===== config.mk =====
export PLATFORM = sky130hd
export DESIGN_NAME = lfsr_bit_packer
export DESIGN_NICKNAME = d
export VERILOG_FILES = /design/src/rtl/lfsr_pack_pkg.sv /design/src/rtl/lfsr_rep_count.sv /design/src/rtl/lfsr_bit_packer.sv
export SDC_FILE = /design/constraint.sdc
export NUM_CORES = 1
export LEC_CHECK = 0
export BUFFER_PORTS_ARGS = -buffer_cell sky130_fd_sc_hd__buf_4
export CORE_MARGIN = 5
export CORE_UTILIZATION = 38
export CTS_BUF_LIST = sky130_fd_sc_hd__clkbuf_4
export DETAILED_ROUTE_END_ITERATION = 16
export PLACE_DENSITY = 0.66
export SLEW_MARGIN = 5
export SYNTH_ARGS = -nofsm -noshare
export SYNTH_HDL_FRONTEND = slang
export SYNTH_SLANG_ARGS = --single-unit

===== constraint.sdc =====
create_clock -name clk -period 2.06 [get_ports clk]
set_input_delay 0.309 -clock clk [delete_from_list [all_inputs] [get_ports clk]]
set_output_delay 0.309 -clock clk [all_outputs]
set_load 0.01 [all_outputs]

===== src/rtl/lfsr_pack_pkg.sv =====
// ---------------------------------------------------------------------------
// lfsr_pack_pkg
// Shared types and constants for the TRNG bit packer slice.
//   pack_state_t      : packer FSM state (FILL accepting bits, FULL holding a
//                       completed word that could not be handed off yet)
//   RUN_CNT_W         : width of the repetition-count run length counter
//   DEFAULT_WIDTH     : default output word width
//   DEFAULT_RUN_LIMIT : default run length that trips the health test
//   sat_inc()         : saturating increment for the run length counter
// ---------------------------------------------------------------------------
package lfsr_pack_pkg;

    typedef enum logic {
        FILL = 1'b0,
        FULL = 1'b1
    } pack_state_t;

    localparam int RUN_CNT_W         = 8;
    localparam int DEFAULT_WIDTH     = 32;
    localparam int DEFAULT_RUN_LIMIT = 34;

    function automatic logic [RUN_CNT_W-1:0] sat_inc(input logic [RUN_CNT_W-1:0] value);
        return (value == {RUN_CNT_W{1'b1}}) ? value : value + RUN_CNT_W'(1);
    endfunction

endpackage


===== src/rtl/lfsr_rep_count.sv =====
// ---------------------------------------------------------------------------
// lfsr_rep_count
// Repetition-count health test on a qualified serial bit stream. Counts runs
// of identical consecutive bits and latches a sticky failure once a run
// reaches RUN_LIMIT. Only reset clears the failure.
// Ports:
//   clk         in  : clock, rising edge
//   rst         in  : synchronous active-high reset
//   bit_in      in  : serial bit
//   bit_strobe  in  : bit_in is consumed this cycle
//   health_fail out : sticky failure flag (registered)
// ---------------------------------------------------------------------------
module lfsr_rep_count
    import lfsr_pack_pkg::*;
#(
    parameter int RUN_LIMIT = DEFAULT_RUN_LIMIT
) (
    input  logic clk,
    input  logic rst,
    input  logic bit_in,
    input  logic bit_strobe,
    output logic health_fail
);

    logic                 last_bit_reg;
    logic                 seen_reg;       // at least one bit taken since reset
    logic [RUN_CNT_W-1:0] run_len_reg;
    logic [RUN_CNT_W-1:0] run_len_next;
    logic                 health_fail_reg;

    // The first bit after reset always starts a fresh run, regardless of the
    // reset value held in last_bit_reg.
    always_comb begin
        run_len_next = run_len_reg;
        if (bit_strobe) begin
            if (seen_reg && (bit_in == last_bit_reg)) begin
                run_len_next = sat_inc(run_len_reg);
            end else begin
                run_len_next = RUN_CNT_W'(1);
            end
        end
    end

    always_ff @(posedge clk) begin
        if (rst) begin
            last_bit_reg    <= 1'b0;
            seen_reg        <= 1'b0;
            run_len_reg     <= '0;
            health_fail_reg <= 1'b0;
        end else if (bit_strobe) begin
            last_bit_reg <= bit_in;
            seen_reg     <= 1'b1;
            run_len_reg  <= run_len_next;
            if (run_len_next >= RUN_CNT_W'(RUN_LIMIT)) begin
                health_fail_reg <= 1'b1;
            end
        end
    end

    assign health_fail = health_fail_reg;

endmodule


===== src/rtl/lfsr_bit_packer.sv =====
// ---------------------------------------------------------------------------
// lfsr_bit_packer
// Serial-to-parallel packer behind lfsr_filter. Accepts one bit per cycle
// under a valid/ready handshake, assembles WIDTH-bit words MSB first and
// offers them under a second valid/ready handshake. Buffering is one word in
// word_out plus one completed word held in the shift register (FULL state).
//
// Optional feature macro: LFSR_PACK_HEALTH_EN
//   defined   : repetition-count health test (lfsr_rep_count) is built in;
//               a failure blocks input, discards partial/held words and lets
//               an already valid word_out drain.
//   undefined : health_fail is tied low, no run tracking logic.
//
// Ports:
//   clk         in  : clock, rising edge
//   rst         in  : synchronous active-high reset
//   bit_in      in  : serial bit from lfsr_filter s_out
//   bit_valid   in  : bit_in valid
//   bit_ready   out : bit accepted this cycle (drives upstream en)
//   word_out    out : assembled word, first accepted bit in MSB
//   word_valid  out : word_out holds an unconsumed word
//   word_ready  in  : consumer takes word_out this cycle
//   health_fail out : sticky repetition-count failure
// ---------------------------------------------------------------------------
module lfsr_bit_packer
    import lfsr_pack_pkg::*;
#(
    parameter int WIDTH     = DEFAULT_WIDTH,
    parameter int RUN_LIMIT = DEFAULT_RUN_LIMIT
) (
    input  logic             clk,
    input  logic             rst,
    input  logic             bit_in,
    input  logic             bit_valid,
    output logic             bit_ready,
    output logic [WIDTH-1:0] word_out,
    output logic             word_valid,
    input  logic             word_ready,
    output logic             health_fail
);

    localparam int              CNT_W    = $clog2(WIDTH + 1);
    localparam logic [CNT_W-1:0] LAST_IDX = CNT_W'(WIDTH - 1);
    localparam logic [CNT_W-1:0] FULL_CNT = CNT_W'(WIDTH);

    generate
        if (WIDTH < 2 || WIDTH > 128) begin : g_bad_width
            $error("lfsr_bit_packer: WIDTH must be in 2..128");
        end
        if (RUN_LIMIT < 2 || RUN_LIMIT > 255) begin : g_bad_run_limit
            $error("lfsr_bit_packer: RUN_LIMIT must be in 2..255");
        end
    endgenerate

    pack_state_t      state_reg;
    logic [CNT_W-1:0] cnt_reg;
    logic [WIDTH-1:0] shreg_reg;
    logic [WIDTH-1:0] word_out_reg;
    logic             word_valid_reg;

    logic             accept;
    logic             slot_free;
    logic [WIDTH-1:0] shreg_shift;
    logic             load_word;
    logic [WIDTH-1:0] load_data;
    logic             health_fail_w;

`ifdef LFSR_PACK_HEALTH_EN
    lfsr_rep_count #(
        .RUN_LIMIT (RUN_LIMIT)
    ) u_rep_count (
        .clk         (clk),
        .rst         (rst),
        .bit_in      (bit_in),
        .bit_strobe  (accept),
        .health_fail (health_fail_w)
    );
`else
    assign health_fail_w = 1'b0;
`endif

    // bit_ready depends on registered state only, never on word_ready, so
    // there is no combinational path through the packer.
    assign bit_ready   = (state_reg == FILL) && !health_fail_w;
    assign accept      = bit_valid && bit_ready;
    assign slot_free   = !word_valid_reg || word_ready;
    assign shreg_shift = {shreg_reg[WIDTH-2:0], bit_in};

    // A word moves to word_out either straight from the shifter on the last
    // bit, or from the held shreg while in FULL.
    always_comb begin
        load_word = 1'b0;
        load_data = shreg_shift;
        if (!health_fail_w) begin
            case (state_reg)
                FILL: begin
                    load_word = accept && (cnt_reg == LAST_IDX) && slot_free;
                    load_data = shreg_shift;
                end
                FULL: begin
                    load_word = slot_free;
                    load_data = shreg_reg;
                end
                default: begin
                    load_word = 1'b0;
                end
            endcase
        end
    end

    always_ff @(posedge clk) begin
        if (rst) begin
            state_reg      <= FILL;
            cnt_reg        <= '0;
            shreg_reg      <= '0;
            word_out_reg   <= '0;
            word_valid_reg <= 1'b0;
        end else begin
            // Output slot: a load wins over a plain handshake, giving
            // back-to-back words with word_valid held high.
            if (load_word) begin
                word_out_reg   <= load_data;
                word_valid_reg <= 1'b1;
            end else if (word_ready) begin
                word_valid_reg <= 1'b0;
            end

            if (health_fail_w) begin
                // Partial word and any held word are dropped; input stays
                // blocked until reset.
                state_reg <= FILL;
                cnt_reg   <= '0;
                shreg_reg <= '0;
            end else begin
                case (state_reg)
                    FILL: begin
                        if (accept) begin
                            shreg_reg <= shreg_shift;
                            if (cnt_reg == LAST_IDX) begin
                                if (slot_free) begin
                                    cnt_reg <= '0;
                                end else begin
                                    cnt_reg   <= FULL_CNT;
                                    state_reg <= FULL;
                                end
                            end else begin
                                cnt_reg <= cnt_reg + CNT_W'(1);
                            end
                        end
                    end
                    FULL: begin
                        if (slot_free) begin
                            cnt_reg   <= '0;
                            state_reg <= FILL;
                        end
                    end
                    default: begin
                        state_reg <= FILL;
                        cnt_reg   <= '0;
                    end
                endcase
            end
        end
    end

    assign word_out    = word_out_reg;
    assign word_valid  = word_valid_reg;
    assign health_fail = health_fail_w;

endmodule


-- After elaboration in Yosys (flattened, before gate mapping)
Index checks and enable logic that the tools add are counted.
- register bits after elaboration: 72
- output and inout bits: 35
- logic and storage cells: 31
- add/subtract/negate cells: 1
- eq/ne operators: 3
- muxes and demuxes: 13
- bitwise logic cells: 1
- reductions and logical operators: 8
- operators by type and width (cell ; number):
    case mux 32 bit (2 select lines) ; 1
    2-to-1 mux 6 bit ; 4
    case mux 6 bit (2 select lines) ; 1
    adder 6 x 1 -> 6 bit, second input constant ; 1
    == test 6 x 5 -> 1 bit, second input constant ; 1
    2-to-1 mux 1 bit ; 5
    != test 2 x 1 -> 1 bit, second input constant ; 2
    case mux 1 bit (2 select lines) ; 2
    AND reduction 2 bit ; 2
    logical AND 1 bit ; 3
    nonzero test 2 bit ; 1
    zero test 1 bit ; 1
    logical OR 1 bit ; 1
    inverter 1 bit ; 1

-- Depth between registers and ports, before layout
- depth in word-level cells: 6
- gate-level depth with buffers: 7

-- Worst setup path after synthesis
OpenSTA, ideal clock, no wires.
- path type: reg-to-reg
- start point: register cnt_reg[0]
- end point: register word_out_reg[10] (netlist: word_out[10])
- library setup time: 81 ps
- arrival time: 1480 ps
- data required time: 1979 ps
- slack: 498 ps
- cell stages (with the launch flop): 8
- path buffers: 3
- clock period less this slack: 1562 ps
- path through: dfxtp_1 -> ha_1 -> and4_4 -> buf_6 -> or2_1 -> buf_6 -> buf_6 -> a211oi_2
- longest elaborated chain between the ends: 4
- ends and longest elaborated chain (what ; RTL line ; RTL):
    start: declaration ; lfsr_bit_packer.sv:56 ; logic [CNT_W-1:0] cnt_reg;
    start signal: assignment ; lfsr_bit_packer.sv:147 ; cnt_reg <= cnt_reg + CNT_W'(1);
    == test 6 x 5 -> 1 bit ; lfsr_bit_packer.sv:97 ; load_word = accept && (cnt_reg == LAST_IDX) && slot_free;
    logical AND 1 bit (2 in series) ; lfsr_bit_packer.sv:97 ;
    case mux 1 bit (2 select lines) ; lfsr_bit_packer.sv:95 ; case (state_reg)
    end signal: assignment ; lfsr_bit_packer.sv:122 ; word_out_reg <= load_data;
    end: declaration ; lfsr_bit_packer.sv:58 ; logic [WIDTH-1:0] word_out_reg;
Every way passes these cells.
A chain may end at the register's enable or synchronous reset.

-- Worst setup path in the final report
- start point: register cnt_reg[0]
- end point: register word_out_reg[31] (netlist: word_out[31])
The elaborated chain is that of the path after synthesis.

==> results.toml <==
[outcome]
status = "finished, final reports clean"

[critical_path]
required_ps = 2330
regToRegEndpoint = "word_out[31]$_SDFFE_PP0P_"
setup.worst_path.end_class = "flip-flop"
crit_arrival_ps = 2060
r2r_cells = 5
reg2reg_slack_ps = 270
worstSetupPathType = "flip-flop to flip-flop"
crit_fanout = 18
crit_path_start_kind = "flip-flop"
r2r-start = "cnt_reg[0]$_SDFFE_PP0P_"

[global_routing]
grt_pass1_vias = 2408
grt_pass1_wl_um = 11030
antenna_found_initial = 0
grt_start_max_net_pins = 36
grt_overflow = 0
gr-usage-all-layers_pct = 13.43

[power_and_ir_drop]
ir_worst_vdd_mv = 0.3312
p_int_w = 0.001787
p_per_area_nw_per_um2 = 644.9
switching_share_pct = 22.87
p_leak_nw = 1.142
pwr-share-seq_pct = 60.5
clkPwrFrac_pct = 35.9
p_sw_w = 0.0005301
power_frac_comb_pct = 3.6

[timing]
slew_violations = 0
fin_skew_ps = 6.797
min_period_ps = 1795
setup_violations = 0
rsz0062_at_grt = "no"
hold_viol = 0
fin_tns_setup_ps = 0
max_freq_ghz = 0.5572
fin_crit_sh_pct = 87.12

[drt]
drc = 0
drtAntennaViolNets = 0
post_drt_wl_per_cell_um = 13.49
routed_wl_um = 6379
drt-vias-per-instance = 5.173
vias = 2447
first_pass_iters = 4
drt_iter0_markers = 87

[flow_run]
maxCapViolations = 0

[cells_and_area]
areaGrowthSynthToFinish_pct = 15.16
antenna_cells = 0
fillers = 816
fin_area_um2 = 3593
num-nets-final = 370
post-route-util_pct = 44.40
final_cell_mix = "dfxtp_1 (71), nand2_1 (69), buf_4 (49), a21oi_1 (39), nor3_1 (36)"
layout-drive-gt1-share_pct = 26.90
layout_commonest_cell = "dfxtp_1"

[placed_design]
hpwl_um = 4181
io_buffers = 38
globalplace.congestion = 0.7704
dpl_cell_area_um2 = 3470

[worst_hold_path]
min_to = "shreg_reg[0]$_SDFFE_PP0P_"
hp-class = "input pin to flip-flop"
hp-start = "bit_in"
min_path_cells = 3

[yosys]
synth_area_per_cell_um2 = 9.287
synth-simple-area-share_pct = 17.12
syn_area_um2 = 3120
ys.flop_type = "dfxtp_1"
synth-edff-count = 0
ys_warn_count = 0
netlist_instances = 336
synth_compound_area_share_pct = 19.61
synth_adder_area_share_pct = 0.4010
synth_cell_types = 27
ys_ff_latch = 72
synthMuxAreaShare_pct = 10.59
synth_top_family_by_area = "compound AO/OA/AOI/OAI gates"
synth_nets = 342
synth-async-reset-ratio_pct = 0
synth_xor_area_share_pct = 0.2807
ys_seq_area_share_pct = 46.19

[floorplan]
die_h_um = 100.6
io_pins = 40
die_area_um2 = 10120
initial_utilization_pct = 38.56
num_rows = 33
core_um2 = 8093
die_w_um = 100.6

[clock_tree]
cts.clk_slew.worst_paths_ps = 110
cts_buffers = 9
cts_resized = 0
root_buffer = "clkbuf_4"
clock-sinks = 72
cts_tree = "done"
cts_setup_buffers = 0
clock_latency_ps = 400
htreeDepth = 3
clock_path_buffers = 2
ctsHoldBuffers = 0
-- worst max-delay path, cell delays in order (launching register included) --
cell,delay (ps)
dfxtp_1,400
ha_1,310
and4_4,380
or2_2,150
buf_4,290
a211oi_1,120
-- final cells by class --
class                      instances  area [um^2]  area share [%]
multi-input combinational        230         1504           41.85
tap                              105        131.4           3.656
inverter                           1        3.754          0.1045
sequential                        72         1443           40.15
timing repair buffer              50        387.9           10.79
clock inverter                     5        48.80           1.358
clock buffer                      10        75.07           2.089
-- synthesized netlist by cell type, drive strengths merged, types with 2 or more instances --
cell | instances | area, um^2
dfxtp | 72 | 1441
nand2 | 69 | 259.0
a21oi | 39 | 195.2
nor3 | 36 | 180.2
mux2i | 33 | 330.3
a211oi | 32 | 390.4
buf | 17 | 113.9
clkbuf | 16 | 60.06
nand3 | 4 | 20.02
nand2b | 3 | 18.77
a31oi | 2 | 12.51
nand4 | 2 | 12.51
-- power groups by stage --
stage	Combinational, W	Clock (W)	Sequential [W]
after floorplan	0.0000576	0	0.00143
after global placement	0.0000834	0	0.00143
after detailed placement	0.0000843	0	0.00143
after CTS	0.0000841	0.000868	0.00140
after global routing	0.0000927	0.000925	0.00140
final	0.0000841	0.000832	0.00140
-- how the worst max path moves through the flow --
stage / start / to / slack [ps] / cells after the start
2_1_floorplan: cnt_reg[0]$_SDFFE_PP0P_ / word_out[10]$_SDFFE_PP0P_ / 500 / 7
3_3_place_gp: word_ready / word_out[31]$_SDFFE_PP0P_ / 340 / 6
3_5_place_dp: word_ready / word_out[31]$_SDFFE_PP0P_ / 300 / 6
4_1_cts: cnt_reg[0]$_SDFFE_PP0P_ / word_out[31]$_SDFFE_PP0P_ / 280 / 5
5_1_grt: cnt_reg[0]$_SDFFE_PP0P_ / word_out[31]$_SDFFE_PP0P_ / 160 / 5
6_report: cnt_reg[0]$_SDFFE_PP0P_ / word_out[31]$_SDFFE_PP0P_ / 270 / 5
-- metal layers --
metal	vias to the layer above	GRT usage [%]	part of all wire, %
met5	-	0	0
met4	0	6.839	1.8
met3	9	3.460	3.6
met2	39	21.06	46
met1	1162	16.99	48
li1	1237	-	-
-- logic make-up after synthesis --
| family | after synthesis |
|---|---|
| mux | 33 |
| xor+xnor | 1 |
| simple gates | 119 |
| compound gates | 75 |
| flops | 72 |
| other cells | 1 |
| fa+ha+maj | 1 |
| buf+inv | 34 |
-- stage by stage --
stage | hold slack, ps | setup slack, ps | total power (W) | std cells
global placement | 442.0 | 343.4 | 0.001516 | 458
global route | 146.5 | 158.0 | 0.002421 | 473
CTS | 129.6 | 279.6 | 0.002354 | 473
detailed placement | 454.1 | 295.8 | 0.001518 | 458
finish | 162.2 | 265.4 | 0.002317 | 473
floorplan | 436.0 | 498.3 | 0.001490 | 336
Power figures use the tool's default switching activity.
